--- config.mk ---
export PLATFORM = sky130hd
export DESIGN_NAME = cmv300_frame_emulator_flat
export DESIGN_NICKNAME = d
export VERILOG_FILES = /design/src/rtl/cmv300_if.sv /design/src/rtl/cmv300_frame_emulator.sv /design/src/flat_wrapper.sv
export SDC_FILE = /design/constraint.sdc
export NUM_CORES = 1
export LEC_CHECK = 0
export ABC_AREA = 1
export CORE_UTILIZATION = 30
export DETAILED_ROUTE_END_ITERATION = 8
export SLEW_MARGIN = 0
export SYNTH_ARGS = -nofsm -noshare
export SYNTH_HDL_FRONTEND = slang
export SYNTH_SLANG_ARGS = --single-unit
--- constraint.sdc ---
create_clock -name FSM_Clk -period 1.55 [get_ports FSM_Clk]
set_input_delay 0.31 -clock FSM_Clk [delete_from_list [all_inputs] [get_ports FSM_Clk]]
set_output_delay 0.31 -clock FSM_Clk [all_outputs]
set_load 0.1 [all_outputs]
--- src/rtl/cmv300_if.sv ---
// Sensor-side pixel port of the CMV300 frame emulator.
// master: the emulator (takes request/pattern controls, drives pixel bus and status).
// slave : the consumer or test harness (drives request/pattern controls, observes outputs).
interface cmv300_if;
    localparam int unsigned PIX_W = 10;
    localparam int unsigned SEL_W = 2;
    localparam int unsigned CNT_W = 16;

    logic             CVM300_FRAME_REQ;
    logic [SEL_W-1:0] pattern_sel;
    logic [PIX_W-1:0] const_value;
    logic [PIX_W-1:0] CVM300_D;
    logic             CVM300_Data_valid;
    logic             busy;
    logic             frame_done;
    logic [CNT_W-1:0] frame_count;

    modport master (
        input  CVM300_FRAME_REQ,
        input  pattern_sel,
        input  const_value,
        output CVM300_D,
        output CVM300_Data_valid,
        output busy,
        output frame_done,
        output frame_count
    );

    modport slave (
        output CVM300_FRAME_REQ,
        output pattern_sel,
        output const_value,
        input  CVM300_D,
        input  CVM300_Data_valid,
        input  busy,
        input  frame_done,
        input  frame_count
    );
endinterface

--- src/rtl/cmv300_frame_emulator.sv ---
// CMV300 sensor output stand-in: answers a rising frame request with a full
// frame of 10-bit test-pattern pixels qualified by a data-valid strobe.
// Ports:
//   FSM_Clk    - sole clock, rising edge
//   SYS_RES_N  - synchronous active-low reset
//   bus        - cmv300_if.master: request/pattern controls in; pixel data,
//                valid, busy, frame_done and frame_count out (all registered)
module cmv300_frame_emulator #(
    parameter int unsigned ROWS       = 488,
    parameter int unsigned COLS       = 648,
    parameter int unsigned FOT_CYCLES = 16,
    parameter int unsigned LINE_GAP   = 8
) (
    input  logic     FSM_Clk,
    input  logic     SYS_RES_N,
    cmv300_if.master bus
);
    localparam int unsigned PIX_W = 10;
    localparam int unsigned POS_W = 10;
    localparam int unsigned SEL_W = 2;
    localparam int unsigned DLY_W = 16;
    localparam int unsigned CNT_W = 16;

    localparam logic [POS_W-1:0] LAST_COL = POS_W'(COLS - 1);
    localparam logic [POS_W-1:0] LAST_ROW = POS_W'(ROWS - 1);
    localparam logic [DLY_W-1:0] FOT_LAST = DLY_W'(FOT_CYCLES - 1);
    localparam logic [DLY_W-1:0] GAP_LAST = DLY_W'(LINE_GAP - 1);

    typedef enum logic [1:0] {
        IDLE = 2'd0,
        FOT  = 2'd1,
        LINE = 2'd2,
        GAP  = 2'd3
    } state_t;

    state_t           state;
    state_t           state_nx;
    logic             req_d;
    logic             armed;
    logic [DLY_W-1:0] dly_cnt;
    logic [DLY_W-1:0] dly_cnt_nx;
    logic [POS_W-1:0] row;
    logic [POS_W-1:0] row_nx;
    logic [POS_W-1:0] col;
    logic [POS_W-1:0] col_nx;
    logic [PIX_W-1:0] ramp;
    logic [PIX_W-1:0] ramp_nx;
    logic [SEL_W-1:0] pat_q;
    logic [SEL_W-1:0] pat_nx;
    logic [PIX_W-1:0] cval_q;
    logic [PIX_W-1:0] cval_nx;

    logic             accept_c;
    logic             last_pix_c;
    logic [PIX_W-1:0] pix_c;

    logic             last_pix_q;
    logic [PIX_W-1:0] d_q;
    logic             valid_q;
    logic             busy_q;
    logic             done_q;
    logic [CNT_W-1:0] count_q;

    // State register plus frame counters and latched pattern controls.
    always_ff @(posedge FSM_Clk) begin
        if (!SYS_RES_N) begin
            state   <= IDLE;
            req_d   <= 1'b0;
            armed   <= 1'b0;
            dly_cnt <= '0;
            row     <= '0;
            col     <= '0;
            ramp    <= '0;
            pat_q   <= '0;
            cval_q  <= '0;
        end else begin
            state   <= state_nx;
            req_d   <= bus.CVM300_FRAME_REQ;
            // A request level already high when reset releases is not an edge;
            // it must be seen low once before any request can be accepted.
            armed   <= armed | ~bus.CVM300_FRAME_REQ;
            dly_cnt <= dly_cnt_nx;
            row     <= row_nx;
            col     <= col_nx;
            ramp    <= ramp_nx;
            pat_q   <= pat_nx;
            cval_q  <= cval_nx;
        end
    end

    // Next-state, counter updates and pixel selection.
    always_comb begin
        state_nx   = state;
        dly_cnt_nx = dly_cnt;
        row_nx     = row;
        col_nx     = col;
        ramp_nx    = ramp;
        pat_nx     = pat_q;
        cval_nx    = cval_q;
        accept_c   = 1'b0;
        last_pix_c = 1'b0;

        case (state)
            IDLE: begin
                if (bus.CVM300_FRAME_REQ && !req_d && armed) begin
                    accept_c   = 1'b1;
                    pat_nx     = bus.pattern_sel;
                    cval_nx    = bus.const_value;
                    row_nx     = '0;
                    col_nx     = '0;
                    ramp_nx    = '0;
                    dly_cnt_nx = '0;
                    state_nx   = (FOT_CYCLES == 0) ? LINE : FOT;
                end
            end
            FOT: begin
                if (dly_cnt == FOT_LAST) begin
                    dly_cnt_nx = '0;
                    state_nx   = LINE;
                end else begin
                    dly_cnt_nx = dly_cnt + DLY_W'(1);
                end
            end
            LINE: begin
                ramp_nx = ramp + PIX_W'(1);
                if (col == LAST_COL) begin
                    col_nx = '0;
                    if (row == LAST_ROW) begin
                        last_pix_c = 1'b1;
                        state_nx   = IDLE;
                    end else begin
                        row_nx     = row + POS_W'(1);
                        dly_cnt_nx = '0;
                        state_nx   = (LINE_GAP == 0) ? LINE : GAP;
                    end
                end else begin
                    col_nx = col + POS_W'(1);
                end
            end
            GAP: begin
                if (dly_cnt == GAP_LAST) begin
                    dly_cnt_nx = '0;
                    state_nx   = LINE;
                end else begin
                    dly_cnt_nx = dly_cnt + DLY_W'(1);
                end
            end
            default: state_nx = IDLE;
        endcase

        case (pat_q)
            2'd0:    pix_c = ramp;
            2'd1:    pix_c = PIX_W'(row);
            2'd2:    pix_c = PIX_W'(col);
            default: pix_c = cval_q;
        endcase
    end

    // Registered outputs; data/valid trail the LINE state by one cycle,
    // and frame_done trails the last valid pixel by one more.
    always_ff @(posedge FSM_Clk) begin
        if (!SYS_RES_N) begin
            d_q        <= '0;
            valid_q    <= 1'b0;
            last_pix_q <= 1'b0;
            done_q     <= 1'b0;
            count_q    <= '0;
            busy_q     <= 1'b0;
        end else begin
            d_q        <= (state == LINE) ? pix_c : '0;
            valid_q    <= (state == LINE);
            last_pix_q <= last_pix_c;
            done_q     <= last_pix_q;
            if (last_pix_q) begin
                count_q <= count_q + CNT_W'(1);
            end
            if (accept_c) begin
                busy_q <= 1'b1;
            end else if (last_pix_q) begin
                busy_q <= 1'b0;
            end
        end
    end

    assign bus.CVM300_D          = d_q;
    assign bus.CVM300_Data_valid = valid_q;
    assign bus.busy              = busy_q;
    assign bus.frame_done        = done_q;
    assign bus.frame_count       = count_q;

endmodule

--- src/flat_wrapper.sv ---
// flat-port wrapper written by rule: the top's interface ports become plain ports
module cmv300_frame_emulator_flat 
#(
    parameter int unsigned ROWS       = 488,
    parameter int unsigned COLS       = 648,
    parameter int unsigned FOT_CYCLES = 16,
    parameter int unsigned LINE_GAP   = 8
)
  (FSM_Clk, SYS_RES_N, bus_CVM300_FRAME_REQ, bus_pattern_sel, bus_const_value, bus_CVM300_D, bus_CVM300_Data_valid, bus_busy, bus_frame_done, bus_frame_count);
  cmv300_if bus_i ();
  input  logic FSM_Clk;
  input  logic SYS_RES_N;
  input wire logic [$bits(bus_i.CVM300_FRAME_REQ)-1:0] bus_CVM300_FRAME_REQ;
  input wire logic [$bits(bus_i.pattern_sel)-1:0] bus_pattern_sel;
  input wire logic [$bits(bus_i.const_value)-1:0] bus_const_value;
  output wire logic [$bits(bus_i.CVM300_D)-1:0] bus_CVM300_D;
  output wire logic [$bits(bus_i.CVM300_Data_valid)-1:0] bus_CVM300_Data_valid;
  output wire logic [$bits(bus_i.busy)-1:0] bus_busy;
  output wire logic [$bits(bus_i.frame_done)-1:0] bus_frame_done;
  output wire logic [$bits(bus_i.frame_count)-1:0] bus_frame_count;
  assign bus_i.CVM300_FRAME_REQ = bus_CVM300_FRAME_REQ;
  assign bus_i.pattern_sel = bus_pattern_sel;
  assign bus_i.const_value = bus_const_value;
  assign bus_CVM300_D = bus_i.CVM300_D;
  assign bus_CVM300_Data_valid = bus_i.CVM300_Data_valid;
  assign bus_busy = bus_i.busy;
  assign bus_frame_done = bus_i.frame_done;
  assign bus_frame_count = bus_i.frame_count;
  cmv300_frame_emulator #(.ROWS(ROWS), .COLS(COLS), .FOT_CYCLES(FOT_CYCLES), .LINE_GAP(LINE_GAP)) u_core (.FSM_Clk(FSM_Clk), .SYS_RES_N(SYS_RES_N), .bus(bus_i));
endmodule
==> results.md <==
- Post-synthesis sequential area ratio: 38.4%
- First-pass GRT wire length: 21.2 mm
- Req. time, crit path: 1.79 ns
- Clock share of power: 35.7%
- Clk pin slew, worst setup/hold paths: 0.07 ns
- Largest net degree at the start of global routing: 32
- Initial antenna violation count: 0
- Main synth FF type: dfxtp_1
- Fin Hold WS: 0.470 ns
- Fin. Hold Viols: 0
- Total Power: 0.00610 W
- Worst setup path start: u_core.col[1]$_SDFFE_PN0P_
- Yosys warnings: 0
- Remaining global-route overflow: 0
- Syn Inst Count: 738
- CTS Buffer Depth: 2
- Final instance area: 0.00662 mm^2
- NetSw: 0.00188 W
- Die ar.: 0.0165 mm^2
- H-Tree Depth: 3
- Routed WL: 12.7 mm
- Pwr Density: 922 mW/mm^2
- Slew Limit Headroom: 63.4%
- Die width: 128 um
- Share of cells above drive strength 1: 19.7%
- CTS buffer count: 9
- Skew final: 0.00908 ns
- Max-cap viol count: 0
- Buffers on Ports: 43
- Fin crit period: 1.49 ns
- Synth Net Count: 758
- Most area-hungry cell type in the Yosys netlist: dfxtp_1
- Finish-stage setup viols: 0
- Clock Latency Late Sink: 0.35 ns
- Reg2reg start: u_core.col[1]$_SDFFE_PN0P_
- Placed Instance Area: 0.00615 mm^2
- CTS root buf: clkbuf_16
- WL/cell: 12.2 um
- CTS tree: done
- Top cell type's share of synthesized area: 38.4%
- Crit path capture: u_core.dly_cnt[4]$_SDFFE_PN0P_
- DP HPWL: 9.24 mm
- Net Sw Frac: 30.9%
- CTS sink cnt: 92
- Synthesized flop and latch total: 92
- Synth-to-Final Area Change: 38.2%
- Synth top area cells: dfxtp_1, nand2_1, nor2_1, inv_1, a21oi_1
- Core box area: 0.0154 mm^2
- Antenna Nets Post-Route: 0
- Critical R2R Capture: u_core.dly_cnt[4]$_SDFFE_PN0P_
- Site Rows: 45
- Fin crit share: 96.4%
- Max frequency: 669 MHz
- Layout Nets: 847
- GR Util All Layers: 16.2%
- Comb pwr share: 22.9%
- Final Non-Filler Cells: 1043
- HP Class: reg -> reg
- Crit start category: register
- Via density: 4.69
- Worst r2r path cells: 9
- GPL Wtd Cong: 0.872
- Leakage Power: 2.65 nW
- # diodes: 0
- Placed cells: 1019
- WP data arrival: 1.73 ns
- Max FO, Critical Path: 16
- Crit end category: register
- I/O pin cnt: 44
- Peak supply drop: 0.000698 V
- Async set-reset flop share out of synthesis: 0%
- Post-synthesis instance area: 0.00479 mm^2
- Tightest Pin Transition: 0.546 ns
- DRC: 0
- Final Max Slew Viols: 0
- RSZ-0062 raised after global routing: yes
- Number of flops mapped to enable cells by yosys: 0
- Mapped Avg Cell Area: 6.49 um^2
- Setup Crit Path Kind: reg -> reg
- DRT iter0 DRCs: 428
- Yosys cell types: 32
- Vias in the first global route: 4359
- Setup slack, reg-to-reg: 0.06 ns
- Die Ht: 128 um
- 1st-pass router iterations: 5
- Initial Util: 31.2%
- Status: finished clean
- Seq pwr share: 41.4%
- Worst Hold Path Cells: 2
- Via count: 4891
- Int Pwr: 0.00422 W
## sequential cells by signal, summed over array words and instances (netlist names)
register,cells
u_core.req_d,1
u_core.pat_q,2
u_core.row,10
u_core.bus.frame_done,1
u_core.col,10
u_core.bus.busy,1
u_core.cval_q,10
u_core.ramp,10
u_core.state,2
u_core.last_pix_q,1
u_core.bus.frame_count,16
u_core.dly_cnt,16
u_core.armed,1
u_core.bus.CVM300_D,10
u_core.bus.CVM300_Data_valid,1
## cells in the mapped netlist (3+ instances only)
library cell / count
ha_1: 5
inv_2: 5
a21oi_1: 62
nand4_1: 15
nand2_1: 194
nand3_1: 44
nor2_1: 109
nand3b_1: 3
xor2_1: 6
dfxtp_1: 92
buf_2: 9
o21ai_0: 40
nor3_1: 12
o21bai_1: 3
or2_2: 3
o211ai_1: 15
clkbuf_1: 11
o221ai_1: 6
inv_1: 84
## worst max-delay path, stage by stage (launching register included)
cell,delay [ns]
dfxtp_2,0.36
ha_4,0.13
nand2_1,0.07
nor2_1,0.11
nand3_2,0.14
nand2_4,0.14
nand3_2,0.09
buf_12,0.16
a21oi_1,0.14
nor2_1,0.05
## layout by cell type, fill, tap and decap left out, types with 8 or more instances in the layout
cell type / netlist / layout
a21oi_1: 62 / 62
buf_12: 0 / 34
buf_4: 0 / 49
clkbuf_16: 0 / 9
clkdlybuf4s50_1: 0 / 14
dfxtp_1: 92 / 71
dfxtp_2: 0 / 15
inv_1: 84 / 81
inv_2: 5 / 8
nand2_1: 194 / 187
nand3_1: 44 / 41
nand4_1: 15 / 15
nor2_1: 109 / 102
nor3_1: 12 / 11
o211ai_1: 15 / 15
o21ai_0: 40 / 38
## metal layers
layer,global-route usage (%),wire length (um),vias up
met5,0,0,-
met4,5.81,183,0
met3,2.62,525,12
met2,25.2,5640,92
met1,22.6,6330,2212
li1,-,-,2575
## power groups by stage
stage,logic (W),clock network [W],registers (W)
floorplan,0.000699,0,0.00259
global placement,0.00122,0,0.00257
detailed placement,0.00122,0,0.00257
CTS,0.00130,0.00224,0.00252
global route,0.00153,0.00232,0.00254
finish,0.00140,0.00218,0.00253
## how the worst min path moves through the flow
stage | slack [ns] | start | end
CTS | 0.47 | u_core.bus.frame_count[3]$_SDFFE_PN0P_ | u_core.bus.frame_count[3]$_SDFFE_PN0P_
detailed placement | 0.46 | u_core.bus.frame_count[3]$_SDFFE_PN0P_ | u_core.bus.frame_count[3]$_SDFFE_PN0P_
global route | 0.48 | u_core.bus.frame_count[3]$_SDFFE_PN0P_ | u_core.bus.frame_count[3]$_SDFFE_PN0P_
floorplan | 0.41 | bus_CVM300_FRAME_REQ | u_core.req_d$_SDFF_PN0_
finish | 0.47 | u_core.armed$_SDFF_PN0_ | u_core.armed$_SDFF_PN0_
global placement | 0.45 | u_core.armed$_SDFF_PN0_ | u_core.armed$_SDFF_PN0_
## layout make-up
| cell class | count | area (um^2) |
|---|---|---|
| fillers | 1531 | 8750 |
| multi-input cells | 535 | 2630 |
| flip-flops and latches | 92 | 1880 |
| repair buffers | 99 | 1210 |
| inverters | 90 | 338 |
| well taps | 211 | 264 |
| clock buffers | 11 | 253 |
| clock inverters | 5 | 42.5 |
## stage by stage
stage,setup slack (ns),setup TNS [ns],utilization [%]
floorplan,-0.0269,-0.0536,-
global route,-0.0245,-0.191,43.1
global placement,-0.241,-9.67,40.0
CTS,0.0135,0,42.1
finish,0.0550,0,43.1
detailed placement,-0.261,-10.35,40.0
## timing repair
item                       CTS  global route
hold buffers                 0             0
pin swaps                    2            11
gates resized for setup      5            31
setup buffers                1             6
setup endpoints to repair   10            40
cloned                       1             0
## cell families (layout without fill, tap and decap cells)
| group | Yosys count | after routing | synth area share, % |
|---|---|---|---|
| AO/OA/AOI/OAI | 133 | 133 | 15.8 |
| XOR/XNOR | 6 | 6 | 1.10 |
| adder cells (fa/ha/maj) | 5 | 5 | 1.31 |
| buffers and inverters | 112 | 205 | 9.32 |
| flip-flops | 92 | 92 | 38.4 |
| AND/OR/NAND/NOR | 390 | 391 | 34.1 |
No activity file was read; power rests on OpenSTA's default activity.
